### src/rtl/mem_stage.sv
// Memory-access pipeline stage: latches the EX-to-MA bus via a valid/allowin
// handshake, merges synchronous data-SRAM read data with load byte/half
// extraction, and drives the MA-to-WB bus plus a forwarding bus to decode.
module mem_stage #(
  parameter int BUS_EX_W = 74,
  parameter int BUS_WB_W = 70
) (
  input  logic                clk,
  input  logic                rst,
  input  logic                ex_validout,
  input  logic                wb_allowin,
  output logic                ma_allowin,
  output logic                ma_validout,
  input  logic [BUS_EX_W-1:0] ex_to_ma_bus,
  input  logic [31:0]         data_sram_rdata,
  output logic [BUS_WB_W-1:0] ma_to_wb_bus,
  output logic [37:0]         ma_fwd_bus
);

  localparam logic [2:0] LD_W   = 3'b000;
  localparam logic [2:0] LD_B   = 3'b001;
  localparam logic [2:0] LD_BU  = 3'b010;
  localparam logic [2:0] LD_H   = 3'b011;
  localparam logic [2:0] LD_HU  = 3'b100;

  // SRAM data arrives in the MA cycle, so MA always completes in one cycle.
  localparam logic READYGO = 1'b1;

  logic                vld_p0;
  logic [BUS_EX_W-1:0] bus_p0;

  logic [2:0]  ld_type;
  logic        res_from_mem;
  logic        gr_we;
  logic [4:0]  dest;
  logic [31:0] alu_result;
  logic [31:0] pc;
  logic [1:0]  addr_lo;
  logic [7:0]  ld_byte;
  logic [15:0] ld_half;
  logic [31:0] mem_result;
  logic [31:0] final_result;
  logic        we_qual;

  function automatic logic signed [31:0] sext_byte(input logic signed [7:0] b);
    return {{24{b[7]}}, b};
  endfunction

  function automatic logic signed [31:0] sext_half(input logic signed [15:0] h);
    return {{16{h[15]}}, h};
  endfunction

  function automatic logic [31:0] zext_byte(input logic [7:0] b);
    return {24'd0, b};
  endfunction

  function automatic logic [31:0] zext_half(input logic [15:0] h);
    return {16'd0, h};
  endfunction

  assign ma_allowin  = ~vld_p0 | (READYGO & wb_allowin);
  assign ma_validout = vld_p0 & READYGO;

  // ---- EX -> MA boundary ----
  // Valid flag: advances whenever MA can accept, otherwise holds through a stall.
  always_ff @(posedge clk or posedge rst) begin
    if (rst)
      vld_p0 <= 1'b0;
    else if (ma_allowin)
      vld_p0 <= ex_validout;
  end

  // Instruction register: captures only on an accepted transfer; stale on drain.
  always_ff @(posedge clk or posedge rst) begin
    if (rst)
      bus_p0 <= '0;
    else if (ex_validout && ma_allowin)
      bus_p0 <= ex_to_ma_bus;
  end

  assign ld_type      = bus_p0[73:71];
  assign res_from_mem = bus_p0[70];
  assign gr_we        = bus_p0[69];
  assign dest         = bus_p0[68:64];
  assign alu_result   = bus_p0[63:32];
  assign pc           = bus_p0[31:0];
  assign addr_lo      = alu_result[1:0];

  // Byte/half lane selection from the low address bits; a[0] ignored for halves.
  always_comb begin
    ld_byte = data_sram_rdata[7:0];
    case (addr_lo)
      2'd0: ld_byte = data_sram_rdata[7:0];
      2'd1: ld_byte = data_sram_rdata[15:8];
      2'd2: ld_byte = data_sram_rdata[23:16];
      2'd3: ld_byte = data_sram_rdata[31:24];
      default: ld_byte = data_sram_rdata[7:0];
    endcase
    ld_half = addr_lo[1] ? data_sram_rdata[31:16] : data_sram_rdata[15:0];
  end

  // Load extension; reserved encodings fall back to a full-word load.
  always_comb begin
    mem_result = data_sram_rdata;
    case (ld_type)
      LD_W:    mem_result = data_sram_rdata;
      LD_B:    mem_result = sext_byte(ld_byte);
      LD_BU:   mem_result = zext_byte(ld_byte);
      LD_H:    mem_result = sext_half(ld_half);
      LD_HU:   mem_result = zext_half(ld_half);
      default: mem_result = data_sram_rdata;
    endcase
  end

  assign final_result = res_from_mem ? mem_result : alu_result;

  // A bubble or drained slot must never write the register file or forward.
  assign we_qual = gr_we & vld_p0;

  assign ma_to_wb_bus = {we_qual, dest, final_result, pc};
  assign ma_fwd_bus   = {we_qual, dest, final_result};

endmodule

### config.mk
export PLATFORM = sky130hd
export DESIGN_NAME = mem_stage
export DESIGN_NICKNAME = d
export VERILOG_FILES = /design/src/rtl/mem_stage.sv
export SDC_FILE = /design/constraint.sdc
export NUM_CORES = 1
export LEC_CHECK = 0
export BUFFER_PORTS_ARGS = -buffer_cell sky130_fd_sc_hd__buf_4
export CORE_UTILIZATION = 27
export CTS_CLUSTER_SIZE = 30
export DETAILED_ROUTE_END_ITERATION = 10
export SKIP_CTS_REPAIR_TIMING = 1
export SYNTH_ARGS = -nofsm -noshare
export SYNTH_HDL_FRONTEND = slang
export SYNTH_SLANG_ARGS = --single-unit
### constraint.sdc
create_clock -name clk -period 5.7 [get_ports clk]
set_input_delay 0.285 -clock clk [delete_from_list [all_inputs] [get_ports clk]]
set_output_delay 0.285 -clock clk [all_outputs]
set_load 0.005 [all_outputs]
==> results by group <==
Pwr
  – P per Cell Area: 320.5 nW/um^2
  – Total power: 1.892 mW
  – Maximum VDD drop: 0.1344 mV
  – Leakage power: 2.713 nW

Place
  – Area after DPL: 5620 um^2
  – Number of port buffers: 219
  – Placed cells: 734
  – DP HPWL: 9811 um
  – Global placer's final weighted congestion: 0.8033

STA
  – Part of the cycle the worst path needs: 0.5896
  – Final Setup Violations: 0
  – Highest clock rate: 297.5 MHz
  – Min cycle time layout: 3.361 ns
  – Final Hold Vio Count: 0
  – Worst Tran Pin Value: 1.094 ns
  – Worst Clk Skew: 0.006026 ns
  – Headroom to the max-slew limit: 0.2704
  – Final slew viol count: 0
  – Setup tns final: 0 ns
  – RSZ-0062 raised after global routing: no

Synthesis
  – Synth area leaders: dfrtp_1, mux2_2, buf_4
  – Post-synth top area share: 0.4283
  – Ys Warns: 0
  – Synth Register Bits: 75
  – Top FF cell, synth: dfrtp_1
  – Synth area leader: dfrtp_1
  – Syn Inst Count: 399
  – Mean Syn Cell Area: 10.98 um^2
  – Post-synthesis net count: 509
  – EDFF count, synth: 0
  – Post-synthesis sequential area ratio: 0.4283
  – Mapped cell area: 4382 um^2
  – FFs w/ async S/R, synth: 1.000
  – Synth cell types: 31

Layout
  – Area of the multi-input gates: 1808 um^2
  – Fin util: 0.3716
  – Layout cells sized above 1: 0.6180
  – Nets: 639
  – Filler instances: 1626
  – Sequential cell area: 1878 um^2
  – Area delta synth->final: 34.72%
  – Finished Layout Cells: 751
  – Design Area, Final: 5903 um^2

Global routing
  – Largest net degree at the start of global routing: 76
  – Initial antenna violation count: 2
  – Number of global-route vias before repair: 3548
  – Total grt overflow: 0
  – GR Util All Layers: 0.1536
  – First-pass GRT wire length: 19090 um

Clocking
  – Deepest clock path buffer count: 2
  – CTS buffer count: 9
  – CTS Sinks: 75
  – H-tree Lvls: 3
  – Clock transition at path regs: 0.06 ns
  – Worst-Skew Late Latency: 0.33 ns
  – Clock Tree Root: clkbuf_16
  – CTS tree: built

Routing
  – Routed WL: 12890 um
  – Number of DRC markers in iteration 0: 91
  – Detailed Routing Iterations Pass 1: 4
  – Post-DRT Antenna Nets: 0
  – Vias per Instance: 4.630
  – Via count: 3477
  – # DRC: 0
  – Wire per inst: 17.16 um

Setup path
  – WP data required: 5.41 ns
  – Crit-path max FO: 26
  – Worst Setup End Kind: primary output
  – CP Launch Type: flip-flop
  – Critical path class: flip-flop to primary output
  – Worst EP arrival: 3.08 ns

Run status
  – Outcome: finished, final reports clean

Floorplanning
  – Number of core rows: 46
  – IO Count: 220
  – DIE WIDTH: 129.4 um
  – Core box area: 15890 um^2
  – Die Ht: 129.4 um
  – Die ar.: 16740 um^2
  – Starting Density: 0.2758

Job
  – Max-cap viol count: 0

Worst hold path
  – Hold WC Path Type: input port to flip-flop
## where the power goes
part	internal (mW)	switching [mW]
sequential	0.610	0.0780
combinational	0.396	0.276
clock	0.306	0.226
total	1.31	0.580
## registers in the layout, summed over array words and instances, names as in the netlist
name         count
bus_p0          74
ma_validout      1
## logic make-up after synthesis
group / count (synthesis) / share of synthesized area
and+or+nand+nor: 83 / 0.08167
AOI/OAI and AO/OA: 47 / 0.08081
muxes: 89 / 0.2464
DFF: 75 / 0.4283
xor gates and xnor gates: 1 / 0.001999
buffers and inverters: 104 / 0.1608
## cells in the mapped netlist, types with 2 or more instances
| cell | number |
|---|---|
| a221oi_1 | 8 |
| a31oi_1 | 23 |
| a32oi_1 | 7 |
| and2_1 | 3 |
| buf_2 | 8 |
| buf_4 | 77 |
| buf_6 | 2 |
| clkbuf_1 | 14 |
| dfrtp_1 | 75 |
| inv_1 | 3 |
| mux2_2 | 81 |
| mux4_2 | 7 |
| nand2_1 | 33 |
| nand2b_1 | 2 |
| nor2_1 | 39 |
| o211ai_1 | 2 |
## worst paths after layout
| path | start | end | slack (ns) | cells after the start |
|---|---|---|---|---|
| worst max-delay path | bus_p0[33] | ma_fwd_bus[26] | 2.34 | 5 |
| worst min-delay path | ex_validout | ma_validout | 0.18 | 2 |
| worst max register to register | ma_validout | bus_p0[57] | 3.87 | 3 |
| worst min register to register | bus_p0[69] | bus_p0[69] | 0.50 | 1 |
| max in group asynchronous | rst | bus_p0[70] | 4.76 | 3 |
| min in group asynchronous | rst | bus_p0[66] | 0.25 | 3 |
## through the flow
step	setup slack, ns	hold slack, ns
5_1_grt	2.137	0.1618
2_1_floorplan	3.505	0.3934
6_report	2.339	0.1756
3_5_place_dp	2.703	0.4944
3_3_place_gp	2.802	0.4859
4_1_cts	2.329	0.1548
## layout by cell type, fill, tap and decap left out, types with 2 or more instances in the layout
cell type	count
dfrtp_1	74
mux4_2	7
inv_1	2
clkinvlp_4	3
nand2_1	32
a221oi_1	8
nor2_1	39
clkinv_2	3
and2_1	3
a32oi_1	7
nand2b_1	2
o211ai_1	2
buf_4	220
clkbuf_16	9
a31oi_1	23
mux2_2	81
## routing by layer
metal | share of wire | wire length, um | GRT usage
met3 | 0.10 | 1341 | 0.06441
met2 | 0.50 | 6443 | 0.2745
met5 | 0.00070 | 9 | 0
met4 | 0.010 | 130 | 0.04775
met1 | 0.39 | 4962 | 0.1637
## worst max-delay path: stages (launching register included)
cell and delay (ns):
dfrtp_1 0.95, mux4_2 0.63, and3b_4 0.22, a31oi_4 0.48, a31oi_1 0.22, buf_4 0.23
## layout make-up
| cell class | instances | area share |
|---|---|---|
| sequential | 75 | 0.3181 |
| multi-input combinational | 220 | 0.3063 |
| timing repair buffer | 220 | 0.2798 |
| tap | 216 | 0.04578 |
| clock buffer | 10 | 0.04048 |
| clock inverter | 6 | 0.006994 |
| inverter | 3 | 0.002120 |
| antenna | 1 | 0.0004239 |
Note: power is estimated with default switching activity, not from simulation.
